<file path="src/rtl/easyaxi_rd_slice.sv">
// easyaxi_rd_slice: registered AXI read-path slice with a 2-entry skid buffer
// on the AR (forward) and R (backward) channels, plus an outstanding-burst
// counter that throttles AR acceptance at MAX_OST.

// Generic 2-entry skid buffer: main stage drives the output, skid catches a
// beat that arrives while main is stalled. in_ready is a pure register.
module easyaxi_rd_slice_skid #(
  parameter int unsigned W = 8
) (
  input  logic         clk,
  input  logic         rst,
  input  logic         allow,
  input  logic         in_valid,
  output logic         in_ready,
  input  logic [W-1:0] in_data,
  output logic         out_valid,
  input  logic         out_ready,
  output logic [W-1:0] out_data
);

  logic         skid_valid;
  logic [W-1:0] skid_data;
  logic         in_fire;
  logic         main_free;
  logic         main_valid_n;
  logic         skid_valid_n;
  logic         load_main;
  logic         load_skid;
  logic         take_skid;

  // Next-state for main/skid occupancy and which register loads what.
  always_comb begin
    main_valid_n = out_valid;
    skid_valid_n = skid_valid;
    load_main    = 1'b0;
    load_skid    = 1'b0;
    take_skid    = 1'b0;
    in_fire      = in_valid & in_ready;
    main_free    = ~out_valid | out_ready;
    if (main_free) begin
      if (skid_valid) begin
        // Skid is older than anything arriving now; in_ready is 0 here.
        main_valid_n = 1'b1;
        skid_valid_n = 1'b0;
        take_skid    = 1'b1;
      end else begin
        main_valid_n = in_fire;
        load_main    = in_fire;
      end
    end else if (in_fire) begin
      skid_valid_n = 1'b1;
      load_skid    = 1'b1;
    end
  end

  // Control registers; ready is precomputed from next-cycle skid occupancy.
  always_ff @(posedge clk) begin
    if (rst) begin
      out_valid  <= 1'b0;
      skid_valid <= 1'b0;
      in_ready   <= 1'b0;
    end else begin
      out_valid  <= main_valid_n;
      skid_valid <= skid_valid_n;
      in_ready   <= ~skid_valid_n & allow;
    end
  end

  // Payload registers; only meaningful while the matching valid is set.
  always_ff @(posedge clk) begin
    if (take_skid) begin
      out_data <= skid_data;
    end else if (load_main) begin
      out_data <= in_data;
    end
    if (load_skid) begin
      skid_data <= in_data;
    end
  end

endmodule

module easyaxi_rd_slice #(
  parameter int unsigned AR_W    = 50,
  parameter int unsigned R_W     = 40,
  parameter int unsigned MAX_OST = 16
) (
  input  logic                           clk,
  input  logic                           rst,
  input  logic                           s_arvalid,
  output logic                           s_arready,
  input  logic [AR_W-1:0]                s_ar,
  output logic                           s_rvalid,
  input  logic                           s_rready,
  output logic [R_W-1:0]                 s_r,
  output logic                           m_arvalid,
  input  logic                           m_arready,
  output logic [AR_W-1:0]                m_ar,
  input  logic                           m_rvalid,
  output logic                           m_rready,
  input  logic [R_W-1:0]                 m_r,
  output logic [$clog2(MAX_OST+1)-1:0]   ost_cnt
);

  localparam int unsigned CNT_W = $clog2(MAX_OST + 1);

  logic             inc;
  logic             dec;
  logic             ar_allow;
  logic [CNT_W-1:0] cnt_next;

  // Outstanding-burst count: +1 on AR accept, -1 on upstream rlast, saturating.
  always_comb begin
    inc      = s_arvalid & s_arready;
    dec      = s_rvalid & s_rready & s_r[0] & (ost_cnt != CNT_W'(0));
    cnt_next = ost_cnt;
    if (inc && !dec && (ost_cnt != CNT_W'(MAX_OST))) begin
      cnt_next = ost_cnt + CNT_W'(1);
    end else if (dec && !inc) begin
      cnt_next = ost_cnt - CNT_W'(1);
    end
    ar_allow = (cnt_next != CNT_W'(MAX_OST));
  end

  // Counter register.
  always_ff @(posedge clk) begin
    if (rst) begin
      ost_cnt <= CNT_W'(0);
    end else begin
      ost_cnt <= cnt_next;
    end
  end

  easyaxi_rd_slice_skid #(.W(AR_W)) u_ar (
    .clk       (clk),
    .rst       (rst),
    .allow     (ar_allow),
    .in_valid  (s_arvalid),
    .in_ready  (s_arready),
    .in_data   (s_ar),
    .out_valid (m_arvalid),
    .out_ready (m_arready),
    .out_data  (m_ar)
  );

  easyaxi_rd_slice_skid #(.W(R_W)) u_r (
    .clk       (clk),
    .rst       (rst),
    .allow     (1'b1),
    .in_valid  (m_rvalid),
    .in_ready  (m_rready),
    .in_data   (m_r),
    .out_valid (s_rvalid),
    .out_ready (s_rready),
    .out_data  (s_r)
  );

endmodule

</file>
<file path="config.mk">
export PLATFORM = sky130hd
export DESIGN_NAME = easyaxi_rd_slice
export DESIGN_NICKNAME = d
export VERILOG_FILES = /design/src/rtl/easyaxi_rd_slice.sv
export SDC_FILE = /design/constraint.sdc
export NUM_CORES = 1
export LEC_CHECK = 0
export ABC_AREA = 1
export CAP_MARGIN = 30
export CORE_UTILIZATION = 25
export DETAILED_ROUTE_END_ITERATION = 6
export GPL_ROUTABILITY_DRIVEN = 0
export HOLD_SLACK_MARGIN = 0.05
export PLACE_DENSITY = 0.6
export SETUP_SLACK_MARGIN = 0.5
export SLEW_MARGIN = 20
export SYNTH_ARGS = -nofsm -noshare
export SYNTH_HDL_FRONTEND = slang
export SYNTH_HIERARCHICAL = 1
export SYNTH_SLANG_ARGS = --single-unit
</file>
<file path="constraint.sdc">
create_clock -name clk -period 4.4 [get_ports clk]
set_clock_uncertainty 0.15 [all_clocks]
set_input_delay 1.32 -clock clk [delete_from_list [all_inputs] [get_ports clk]]
set_output_delay 1.32 -clock clk [all_outputs]
set_load 0.02 [all_outputs]
</file>
==> metrics.yaml <==
status:
  outcome: "finished, final reports clean"
worst_setup_path:
  path_delay_family: "buffers and inverters"
  criticalPathCategory: "flip-flop to primary output"
  crit_buf_inv: 1
  required_ns: 2.93
  slowest_stage: "clkdlybuf4s50_1"
  slowest_delay_ns: 0.70
  timing.critical_path.cells: "clkdlybuf4s50_1"
  crit_fanout: 9
  startpoint_type: "flip-flop"
  crit_path_end_kind: "primary output"
  critPathArrivalTime_ns: 1.76
power:
  p_seq_frac: 0.530
  p_comb_frac: 0.087
  clock_power_share: 0.383
  p_per_area_mw_per_mm2: 370.3
  ir_drop_mv: 0.1863
  p_int_w: 0.002951
  p_sw_w: 0.0009274
  cellLeakagePower_nw: 3.901
  swShare: 0.2391
clocking:
  clockBufferDepth: 2
  cts_resized: 0
  clk_pin_slew_worst_paths_ns: 0.07
  clk_latency_ns: 0.42
  numCtsBuffers: 17
  cts_sinks: 191
  cts.root.buffer_cell: "clkbuf_16"
  ctsHoldBuffers: 0
  cts_tree: "built"
  post_cts_buffers: 0
  cts.htree.levels: 4
routing:
  vias: 4986
  dr.pass1.iters: 5
  drc: 0
  vias_per_cell: 4.186
  drtAntennaViolNets: 0
  first_iter_violations: 335
  avgRoutedWirePerCell_um: 15.31
  drt-total-wl_um: 18230
cells_and_area:
  antenna_cells: 0
  layout_common_cells: "nand2_1 (203), clkdlybuf4s50_1 (194), edfxtp_1 (180), nand3_1 (99), clkbuf_16 (17)"
  drive_above_1_share: 0.09363
  layout_commonest_cell: "nand2_1"
  final_nets: 887
  areaGrowthSynthToFinish_pct: 38.62
  final_core_utilization: 0.3524
synth:
  synth_top_family_by_area: "simple AND/OR/NAND/NOR gates"
  synth_mux_area_frac: 0
  ys_types: 24
  synth-xor-area-share: 0.003478
  ys_seq_elements: 191
  yosys_warnings: 6
  synth_adder_area_share: 0.003312
  ys_seq_area_frac: 0.7446
  synth-compound-area-share: 0.004637
  synth_area_mm2: 0.007555
  syn_area_per_cell_um2: 12.70
  yosys.area_share.simple: 0.2074
  synth_fp_nets: 693
  netlist_instances: 595
global_routing:
  grt_pass1_vias: 4999
  antenna_found_initial: 0
  grt_start_max_net_pins: 53
  grtUsageTotal: 0.1199
  globalRouteOverflowTotal: 0
  grt_pass1_wl_um: 28260
sta:
  worst_slack_ns: 1.169
  slew_violations: 0
  max_freq_mhz: 309.5
  fin_crit_sh: 0.7343
  setup_violations: 0
  hold_viol: 0
  slew_headroom: 0.5541
  layout_min_cycle_time_ns: 3.231
  rsz0062_at_grt: "false"
  fin_setup_tns_ns: 0
  tightest_slew_ns: 0.6665
floorplanning:
  core_area_mm2: 0.02972
  die-area_mm2: 0.03092
  die-height_um: 175.8
  ios: 195
  rows: 63
  die_w_um: 175.8
  initial_utilization: 0.2542
hold_path:
  hold_path_class: "flip-flop to flip-flop"
placement:
  dp_hpwl_um: 12080
  place_ws_ns: 0.9234
  io_buffers: 194
run:
  max_cap_violations: 0
power groups by stage:
stage          logic [W]  clock network (W)  registers, W
6_report        0.000339            0.00148       0.00205
5_1_grt         0.000368            0.00160       0.00206
4_1_cts         0.000346            0.00154       0.00205
3_5_place_dp    0.000345                  0       0.00210
3_3_place_gp    0.000340                  0       0.00210
2_1_floorplan  0.0000936                  0       0.00214
state kept, by name, indices dropped and copies added, names as in the netlist:
| register | cells |
|---|---|
| u_r/out_data | 40 |
| u_r/skid_data | 40 |
| u_r/skid_valid | 1 |
| u_r/out_valid | 1 |
| u_r/in_ready | 1 |
| u_ar/out_valid | 1 |
| u_ar/out_data | 50 |
| u_ar/in_ready | 1 |
| u_ar/skid_data | 50 |
| ost_cnt | 5 |
| u_ar/skid_valid | 1 |
metal layers:
layer	track usage	vias to the layer above	share of wire
met4	0.03551	0	0.010
met2	0.1864	203	0.46
met3	0.03442	17	0.079
met5	0	-	0
li1	-	2437	-
met1	0.1613	2329	0.45
final cells by class:
type                    instances  area, um^2
inverters                      17       68.82
fillers                      2895       19240
clock inverters                14       130.1
well taps                     390       488.0
multi-input cells             357        1672
clock buffers                  17       425.4
repair buffers                205        2062
flip-flops and latches        191        5627
tightest hold or removal path, delay by kind of cell, from the launching register on:
kind	cells	cell delay (ns)
and+or+nand+nor	2	0.13
DFF	1	0.32
cells in the mapped netlist, drive strengths merged:
master / number / area (um^2)
nand3b: 1 / 7.510
buf: 30 / 203.9
dfxtp: 11 / 220.2
nand2: 226 / 949.7
nor2: 15 / 80.08
nand3: 101 / 523.0
edfxtp: 180 / 5405
inv: 17 / 68.81
ha: 2 / 25.02
conb: 1 / 3.750
nand4: 1 / 6.260
a21oi: 7 / 35.03
xor2: 3 / 26.28
kinds of logic after synthesis:
logic type	Yosys count
other	1
buffers and inverters	47
and+or+nand+nor	344
AOI/OAI and AO/OA	7
xor gates and xnor gates	3
adders and majority gates	2
DFF	191
stage by stage:
stage / power, W / hold slack, ns / cells / cell area, um^2
floorplan: 0.002234 / 0.3712 / 595 / 7560
global placement: 0.002436 / 0.3756 / 1160 / 9917
detailed placement: 0.002440 / 0.3816 / 1160 / 9917
CTS: 0.003940 / 0.3977 / 1191 / 10470
global route: 0.004030 / 0.4143 / 1191 / 10470
finish: 0.003878 / 0.3962 / 1191 / 10470
path summary, 6_finish.rpt:
path         slack (ns)  depth (start not counted)           endpoint              start
max                1.17                          1         ost_cnt[2]         ost_cnt[2]
min                0.40                          2   u_ar/out_data[3]  u_ar/skid_data[3]
max reg2reg        2.11                          5  u_ar/out_data[33]    u_ar/skid_valid
min reg2reg        0.40                          2   u_ar/out_data[3]  u_ar/skid_data[3]
Note: power is estimated with default switching activity, not from simulation.
